`src/rtl/audio_frame_pacer.sv`:
```
// Paces sample pairs from the sound core into the I2S transmitter, one pair per audio frame.
// Latency: a stored pair appears on APSDATA_*_o one cycle after the frame tick that pops it.
// Backpressure: none upstream; writes to a full buffer are dropped and flagged, empty ticks repeat data and flag.
module audio_frame_pacer #(
  parameter int I2S_DATA_BITS      = 24,
  parameter int FIFO_DEPTH         = 8,
  parameter int MCLK_FRAME_DIVIDER = 512,
  parameter int PREFILL_LEVEL      = 4
) (
  input  logic                            AMCLK_i,
  input  logic                            reset_i,
  input  logic [I2S_DATA_BITS-1:0]        SAMPLE_LEFT_i,
  input  logic [I2S_DATA_BITS-1:0]        SAMPLE_RIGHT_i,
  input  logic                            SAMPLE_VALID_i,
  input  logic                            CLR_FLAGS_i,
  output logic [I2S_DATA_BITS-1:0]        APSDATA_LEFT_o,
  output logic [I2S_DATA_BITS-1:0]        APSDATA_RIGHT_o,
  output logic                            APDATA_VALID_o,
  output logic [$clog2(FIFO_DEPTH):0]     FIFO_LEVEL_o,
  output logic                            UNDERRUN_o,
  output logic                            OVERFLOW_o
);

  localparam int PTR_W         = $clog2(FIFO_DEPTH);
  localparam int LVL_W         = PTR_W + 1;
  localparam int MCLK_DIV_BITS = $clog2(MCLK_FRAME_DIVIDER);

  typedef enum logic {
    ST_PREFILL = 1'b0,
    ST_RUN     = 1'b1
  } state_t;

  state_t                    state;
  state_t                    state_next;
  logic [MCLK_DIV_BITS-1:0]  frame_cnt;

  logic [PTR_W-1:0]          wr_ptr;
  logic [PTR_W-1:0]          rd_ptr;
  logic [LVL_W-1:0]          level;

  logic [I2S_DATA_BITS-1:0]  mem_left  [FIFO_DEPTH];
  logic [I2S_DATA_BITS-1:0]  mem_right [FIFO_DEPTH];

  logic                      tick;
  logic                      fifo_empty;
  logic                      fifo_full;
  logic                      pop;
  logic                      underrun_evt;
  logic                      wr_ok;
  logic                      wr_drop;

  // State register: PREFILL until enough pairs are buffered, RUN while pacing frames.
  always_ff @(posedge AMCLK_i) begin
    if (reset_i) begin
      state <= ST_PREFILL;
    end else begin
      state <= state_next;
    end
  end

  // Next-state logic: leave PREFILL once the level target is met, fall back on an empty tick.
  always_comb begin
    state_next = state;
    unique case (state)
      ST_PREFILL: begin
        if (level >= LVL_W'(PREFILL_LEVEL)) begin
          state_next = ST_RUN;
        end
      end
      ST_RUN: begin
        if (underrun_evt) begin
          state_next = ST_PREFILL;
        end
      end
      default: state_next = ST_PREFILL;
    endcase
  end

  // Output/decode logic: frame tick, pop/underrun decisions and write acceptance.
  // A write into a full buffer still succeeds when a pop frees the head slot in the same cycle.
  always_comb begin
    tick         = (state == ST_RUN) && (frame_cnt == '0);
    fifo_empty   = (level == '0);
    fifo_full    = (level == LVL_W'(FIFO_DEPTH));
    pop          = tick && !fifo_empty;
    underrun_evt = tick && fifo_empty;
    wr_ok        = SAMPLE_VALID_i && (!fifo_full || pop);
    wr_drop      = SAMPLE_VALID_i && fifo_full && !pop;
  end

  // Frame counter: parked at 0 outside RUN so the first RUN cycle is a tick; wraps naturally.
  always_ff @(posedge AMCLK_i) begin
    if (reset_i) begin
      frame_cnt <= '0;
    end else if ((state == ST_RUN) && (state_next == ST_RUN)) begin
      frame_cnt <= frame_cnt + MCLK_DIV_BITS'(1);
    end else begin
      frame_cnt <= '0;
    end
  end

  // Sample storage: no reset needed, occupancy is tracked by the pointers and level.
  // When full with a simultaneous pop, wr_ptr equals rd_ptr; the head is read before being overwritten.
  always_ff @(posedge AMCLK_i) begin
    if (wr_ok) begin
      mem_left[wr_ptr]  <= SAMPLE_LEFT_i;
      mem_right[wr_ptr] <= SAMPLE_RIGHT_i;
    end
  end

  // Pointer and level bookkeeping; pointers wrap modulo FIFO_DEPTH by width.
  always_ff @(posedge AMCLK_i) begin
    if (reset_i) begin
      wr_ptr <= '0;
      rd_ptr <= '0;
      level  <= '0;
    end else begin
      if (wr_ok) begin
        wr_ptr <= wr_ptr + PTR_W'(1);
      end
      if (pop) begin
        rd_ptr <= rd_ptr + PTR_W'(1);
      end
      unique case ({wr_ok, pop})
        2'b10:   level <= level + LVL_W'(1);
        2'b01:   level <= level - LVL_W'(1);
        default: level <= level;
      endcase
    end
  end

  // Transmitter outputs: data loads on a pop, holds on underrun; valid pulses for every tick.
  always_ff @(posedge AMCLK_i) begin
    if (reset_i) begin
      APSDATA_LEFT_o  <= '0;
      APSDATA_RIGHT_o <= '0;
      APDATA_VALID_o  <= 1'b0;
    end else begin
      APDATA_VALID_o <= tick;
      if (pop) begin
        APSDATA_LEFT_o  <= mem_left[rd_ptr];
        APSDATA_RIGHT_o <= mem_right[rd_ptr];
      end
    end
  end

  // Sticky flags: a set event in the same cycle takes priority over a clear request.
  always_ff @(posedge AMCLK_i) begin
    if (reset_i) begin
      UNDERRUN_o <= 1'b0;
      OVERFLOW_o <= 1'b0;
    end else begin
      if (underrun_evt) begin
        UNDERRUN_o <= 1'b1;
      end else if (CLR_FLAGS_i) begin
        UNDERRUN_o <= 1'b0;
      end
      if (wr_drop) begin
        OVERFLOW_o <= 1'b1;
      end else if (CLR_FLAGS_i) begin
        OVERFLOW_o <= 1'b0;
      end
    end
  end

  assign FIFO_LEVEL_o = level;

endmodule

```
`config.mk`:
```
export PLATFORM = sky130hd
export DESIGN_NAME = audio_frame_pacer
export DESIGN_NICKNAME = d
export VERILOG_FILES = /design/src/rtl/audio_frame_pacer.sv
export SDC_FILE = /design/constraint.sdc
export NUM_CORES = 1
export LEC_CHECK = 0
export ABC_CLOCK_PERIOD_IN_PS = 8100
export CAP_MARGIN = 30
export CORE_AREA = 5 5 227 229
export DETAILED_ROUTE_END_ITERATION = 10
export DIE_AREA = 0 0 232 234
export GPL_ROUTABILITY_DRIVEN = 1
export SLEW_MARGIN = 20
export SYNTH_ARGS = -nofsm -noshare
export SYNTH_HDL_FRONTEND = slang
export SYNTH_SLANG_ARGS = --single-unit
```
`constraint.sdc`:
```
create_clock -name AMCLK_i -period 8.1 [get_ports AMCLK_i]
set_clock_uncertainty 0.1 [all_clocks]
set_input_delay 1.62 -clock AMCLK_i [delete_from_list [all_inputs] [get_ports AMCLK_i]]
set_output_delay 1.62 -clock AMCLK_i [all_outputs]
set_load 0.02 [all_outputs]
```
==> results.json, run 1 <==
{
  "numPortBuffers": 106,
  "fin_ws_ns": 4.251,
  "fin_crit_ns": 3.849,
  "post-route-period-util": 0.4752,
  "synth.avg_cell_area_um2": 20.09,
  "layout-area-overhead-vs-synth_pct": 20.70,
  "final.setup.tns_ns": 0,
  "synth_top_family_by_area": "multiplexers",
  "max_stage_delay_ns": 0.73,
  "vias": 8090,
  "cts_buffers": 48,
  "detailed_place_hpwl_um": 19900,
  "min_path_type": "flip-flop to flip-flop",
  "postCtsSetupBuffers": 0,
  "netlist_instances": 847,
  "diodes": 0,
  "p_leak_nw": 6.178,
  "placedInstanceArea_um2": 18970,
  "startpoint_type": "primary input",
  "synth_cell_types": 38,
  "ioPinCount": 107,
  "postLayoutCellArea_um2": 20540,
  "setup_violations": 0,
  "clock_sinks": 455,
  "ys_seq_elements": 455,
  "critPathCaptureType": "flip-flop",
  "cts_resized": 0,
  "path_max_fanout": 31,
  "max_slew_margin": 0.4355,
  "dieArea_um2": 54290,
  "clk_latency_ns": 0.56,
  "totalWireLength_um": 33760,
  "power_density_nw_per_um2": 241.7,
  "synth_adder_area_share": 0.003677,
  "antenna_found_initial": 1,
  "crit_type": "primary input to flip-flop",
  "netlist_area_um2": 17010,
  "cap_violations": 0,
  "synthSimpleGateAreaFrac": 0.03125,
  "die_h_um": 234,
  "clock_tree.buffer_depth": 3,
  "worstPathArrival_ns": 3.94,
  "syn-num-nets": 904,
  "clock-root-buffer": "clkbuf_16",
  "final_nets": 1031,
  "hold_viol": 0,
  "vias_per_cell": 4.804,
  "crit_chain": "clkdlybuf4s50_1 > o211ai_1 > nor2_4 > buf_4",
  "path_clk_slew_ns": 0.06,
  "grt_pass1_vias": 8390,
  "die_w_um": 232,
  "dr.first_iter.drc_count": 438,
  "grt-ovfl-total": 0,
  "synthMuxAreaShare": 0.1577,
  "dr.pass1.iters": 4,
  "drive_gt1_frac": 0.1996,
  "async_flop_share": 0,
  "yosysSeqAreaShare": 0.7613,
  "holdBufCountCts": 0,
  "initial_core_util": 0.3440,
  "cp.required_ns": 8.19,
  "h-tree-depth": 2,
  "ys.warnings.count": 0,
  "ant_nets": 0,
  "grt_pass1_wl_um": 51950,
  "synth_compound_area_frac": 0.02559,
  "wl_per_cell_um": 20.04,
  "placement_rows": 82,
  "core_area_um2": 49450,
  "synth_xor_xnor_area_share": 0.006692,
  "grt_start_max_net_pins": 67,
  "gp_congestion": 0.6920,
  "ys.flop_type": "edfxtp_1",
  "ir_drop_mv": 0.1303,
  "slew_viol_final": 0,
  "status": "finished clean",
  "fmax_mhz": 259.8,
  "tightest_slew_ns": 0.8397,
  "cts_tree": "yes",
  "crit_slowest_cell": "clkdlybuf4s50_1",
  "grtUsageTotal": 0.1242,
  "drc": 0,
  "synth-edff-count": 384,
  "preCtsSetupSlack_ns": 3.706,
  "rsz0062_at_grt": "no"
}
## layout by cell type (no fill, tap or decap), types with 2 or more instances in the layout
master / netlist / layout
dfxtp_1: 71 / 68
mux2i_1: 51 / 51
clkbuf_8: 0 / 2
nor3_2: 1 / 5
nand2_1: 10 / 10
inv_6: 0 / 2
dfxtp_4: 0 / 3
clkinv_1: 0 / 6
buf_4: 7 / 16
clkinv_2: 0 / 4
clkbuf_1: 26 / 14
bufinv_16: 0 / 5
nor2_1: 75 / 72
xor2_1: 6 / 6
nor2b_1: 2 / 2
clkdlybuf4s50_1: 0 / 105
nor2_4: 0 / 3
clkbuf_16: 0 / 49
clkinvlp_4: 0 / 2
nand3_1: 4 / 4
a21oi_1: 5 / 5
ha_1: 5 / 5
edfxtp_1: 384 / 384
mux4_2: 96 / 96
or3_1: 2 / 2
clkinv_4: 0 / 4
xnor2_1: 7 / 7
inv_1: 4 / 4
nor3_1: 6 / 2
o211ai_1: 2 / 2
nor4_2: 1 / 2
a211oi_1: 48 / 48
nand2b_1: 4 / 4
buf_16: 0 / 3
## synthesized netlist by cell type, types with 2 or more instances
cell type	count	area (um^2)
a211oi_1	48	360.4
a21oi_1	5	25.02
buf_1	5	18.77
buf_2	10	50.05
buf_4	7	52.55
clkbuf_1	26	97.59
dfxtp_1	71	1421
edfxtp_1	384	11530
ha_1	5	62.56
inv_1	4	15.01
mux2i_1	51	510.5
mux4_2	96	2162
nand2_1	10	37.54
nand2b_1	4	25.02
nand3_1	4	20.02
nor2_1	75	281.5
nor2b_1	2	12.51
nor3_1	6	30.03
nor4_1	2	12.51
o211ai_1	2	15.01
or3_1	2	12.51
xnor2_1	7	61.31
xor2_1	6	52.55
## registers in the layout, summed over array words and instances, names as in the netlist
name / count
APDATA_VALID_o: 1
APSDATA_LEFT_o: 24
mem_right: 192
wr_ptr: 3
mem_left: 192
FIFO_LEVEL_o: 4
UNDERRUN_o: 1
APSDATA_RIGHT_o: 24
state: 1
frame_cnt: 9
rd_ptr: 3
OVERFLOW_o: 1
## where the power goes
| group | leakage [nW] | switching (W) | total [W] | internal (W) |
|---|---|---|---|---|
| clock | 0.756 | 0.000868 | 0.00216 | 0.00129 |
| combinational | 1.36 | 0.000109 | 0.000189 | 0.0000802 |
| sequential | 4.06 | 0.0000185 | 0.00261 | 0.00260 |
| total | 6.18 | 0.000996 | 0.00496 | 0.00397 |
## logic make-up after synthesis
family | after synthesis
AO/OA/AOI/OAI | 59
XOR/XNOR | 13
adder cells (fa/ha/maj) | 5
buffers and inverters | 52
flip-flops | 455
multiplexers | 148
AND/OR/NAND/NOR | 115
## critical path: cells and delay by family
kind	cells	cell delay, ns
buffers and inverters	2	1.29
AOI/OAI and AO/OA	1	0.41
and+or+nand+nor	1	0.59
## layer usage
layer / global-route usage / vias up / wire, um
li1: - / 3704 / -
met1: 0.1772 / 4177 / 15630
met2: 0.1957 / 166 / 16000
met3: 0.02712 / 41 / 1587
met4: 0.03268 / 2 / 534
met5: 0 / - / 7
## layout make-up
cell class              instances  area [um^2]
inverters                       4        15.01
flip-flops and latches        455        12960
clock buffers                  65         1306
repair buffers                125         1274
clock inverters                23        260.3
multi-input cells             340         3876
fillers                      4435        28920
well taps                     672        840.8
## stage by stage
| stage | hold slack, ns | cells | util | total power [W] |
|---|---|---|---|---|
| after floorplan | 0.3297 | 847 | - | 0.002761 |
| after global placement | 0.3430 | 1592 | 0.3815 | 0.002852 |
| after detailed placement | 0.3621 | 1596 | 0.3836 | 0.002858 |
| after CTS | 0.3729 | 1684 | 0.4153 | 0.005039 |
| after global routing | 0.3875 | 1684 | 0.4153 | 0.005159 |
| final | 0.3666 | 1684 | 0.4153 | 0.004964 |
## final timing paths
path,from,endpoint,slack [ns],cells after the start
worst min register to register,frame_cnt[0],frame_cnt[0],0.37,1
worst max-delay path,SAMPLE_VALID_i,mem_left[5][10],4.25,4
worst min-delay path,frame_cnt[0],frame_cnt[0],0.37,1
worst max register to register,frame_cnt[2],mem_left[5][10],4.67,5
Power figures use the tool's default switching activity.
==> inputs of run 2 (changes only) <==
--- a/config.mk
+++ b/config.mk
@@ -5,7 +5,7 @@
 export SDC_FILE = /design/constraint.sdc
 export NUM_CORES = 1
 export LEC_CHECK = 0
-export ABC_CLOCK_PERIOD_IN_PS = 8100
+export ABC_CLOCK_PERIOD_IN_PS = 4019
 export CAP_MARGIN = 30
 export CORE_AREA = 5 5 227 229
 export DETAILED_ROUTE_END_ITERATION = 10
==> constraint.sdc (replaced) <==
create_clock -name AMCLK_i -period 4.02 [get_ports AMCLK_i]
set_clock_uncertainty 0.1 [all_clocks]
set_input_delay 0.804 -clock AMCLK_i [delete_from_list [all_inputs] [get_ports AMCLK_i]]
set_output_delay 0.804 -clock AMCLK_i [all_outputs]
set_load 0.02 [all_outputs]
==> run 2 against run 1 <==
Effect of this change: total power increased by 98%; core utilization about the same; critical path depth increased by 1; critical path type is now flip-flop to flip-flop; largest power group unchanged.
==> results.json, run 2 (synthesis gave the netlist of run 1 again) <==
{
  "slew_viol_final": 0,
  "fin_ws_ns": 1.021,
  "grtUsageTotal": 0.1258,
  "numPortBuffers": 106,
  "drive_gt1_frac": 0.1998,
  "core_area_um2": 49450,
  "worstPathArrival_ns": 3.09,
  "final_common_cell": "edfxtp_1",
  "dr.first_iter.drc_count": 386,
  "grt_start_max_net_pins": 61,
  "p_leak_nw": 6.178,
  "dr.pass1.iters": 4,
  "drc": 0,
  "grt_pass1_vias": 8443,
  "critPathCaptureType": "flip-flop",
  "rsz0062_at_grt": "no",
  "cts_resized": 0,
  "ioPinCount": 107,
  "layout-area-overhead-vs-synth_pct": 20.71,
  "dieArea_um2": 54290,
  "clock-root-buffer": "clkbuf_16",
  "detailed_place_hpwl_um": 19960,
  "cap_violations": 0,
  "final_core_util": 0.4153,
  "cp.required_ns": 4.11,
  "hold_depth": 1,
  "die_w_um": 232,
  "preCtsSetupSlack_ns": 0.9911,
  "ant_nets": 0,
  "fmax_mhz": 333.5,
  "postCtsSetupBuffers": 0,
  "h-tree-depth": 2,
  "crit_type": "flip-flop to flip-flop",
  "final_nets": 1034,
  "mostFrequentLayoutCells": "384 x edfxtp_1, 105 x clkdlybuf4s50_1, 96 x mux4_2, 72 x nor2_1, 68 x dfxtp_1",
  "vias_per_cell": 4.822,
  "cts_buffers": 47,
  "antenna_found_initial": 2,
  "placement_rows": 82,
  "ir_drop_mv": 0.3272,
  "tightest_slew_ns": 0.8246,
  "hold_viol": 0,
  "ff2ff_path_depth": 5,
  "cts_tree": "yes",
  "totalWireLength_um": 34110,
  "min_path_type": "flip-flop to flip-flop",
  "holdBufCountCts": 0,
  "wl_per_cell_um": 20.21,
  "clock_tree.buffer_depth": 3,
  "diodes": 0,
  "initial_core_util": 0.3440,
  "reg_top3": "mem_left: 192 flops, mem_right: 192 flops",
  "dp.cells": 1600,
  "fin_crit_ns": 2.999,
  "setup_violations": 0,
  "grt-ovfl-total": 0,
  "clock_sinks": 455,
  "status": "finished clean",
  "post-route-period-util": 0.7459,
  "vias": 8140,
  "path_max_fanout": 34,
  "gp_congestion": 0.6845,
  "final_cells": 1688,
  "max_slew_margin": 0.4478,
  "grt_pass1_wl_um": 52290,
  "startpoint_type": "flip-flop",
  "power_density_nw_per_um2": 479.8,
  "path_clk_slew_ns": 0.06,
  "clk_latency_ns": 0.56,
  "die_h_um": 234
}
## run 2: per-stage QoR
| step | hold slack (ns) | setup TNS [ns] | power (W) | instance area [um^2] |
|---|---|---|---|---|
| 2_1_floorplan | 0.3297 | -236.16 | 0.005561 | 17030 |
| 3_3_place_gp | 0.3486 | 0 | 0.005754 | 19010 |
| 3_5_place_dp | 0.3611 | 0 | 0.005766 | 19030 |
| 4_1_cts | 0.3744 | 0 | 0.009991 | 20540 |
| 5_1_grt | 0.3962 | 0 | 0.01022 | 20540 |
| 6_report | 0.3676 | 0 | 0.009854 | 20540 |
## run 2: final cells by class
class | count | area [um^2]
Fill cell | 4426 | 28920
Multi-Input combinational cell | 340 | 3891
Timing Repair Buffer | 129 | 1319
Inverter | 4 | 15.01
Sequential cell | 455 | 12960
Tap cell | 672 | 840.8
Clock inverter | 16 | 136.4
Clock buffer | 72 | 1371
## run 2: path summary, 6_finish.rpt
kind                start               to  slack [ns]
max          frame_cnt[2]  mem_right[1][2]        1.02
min          frame_cnt[0]     frame_cnt[0]        0.37
max reg2reg  frame_cnt[2]  mem_right[1][2]        1.02
min reg2reg  frame_cnt[0]     frame_cnt[0]        0.37
## run 2: worst max-delay path, cell delays in order (launching register included)
cell	delay, ns
dfxtp_1	0.36
or4_4	0.56
nor3_2	0.41
o21ai_1	0.37
nor3_2	0.28
buf_4	0.51
## run 2: metal layers
metal	GRT usage	up-vias	part of all wire
li1	-	3714	-
met1	0.1751	4216	0.46
met5	0	-	0.00047
met2	0.2014	159	0.47
met3	0.03063	47	0.053
met4	0.03139	4	0.015
## run 2: where the power goes
group	internal, W	switching, W	total, W	leakage, nW
registers	0.00523	0.0000380	0.00527	4.06
clock network	0.00248	0.00172	0.00420	0.738
logic	0.000166	0.000222	0.000388	1.38
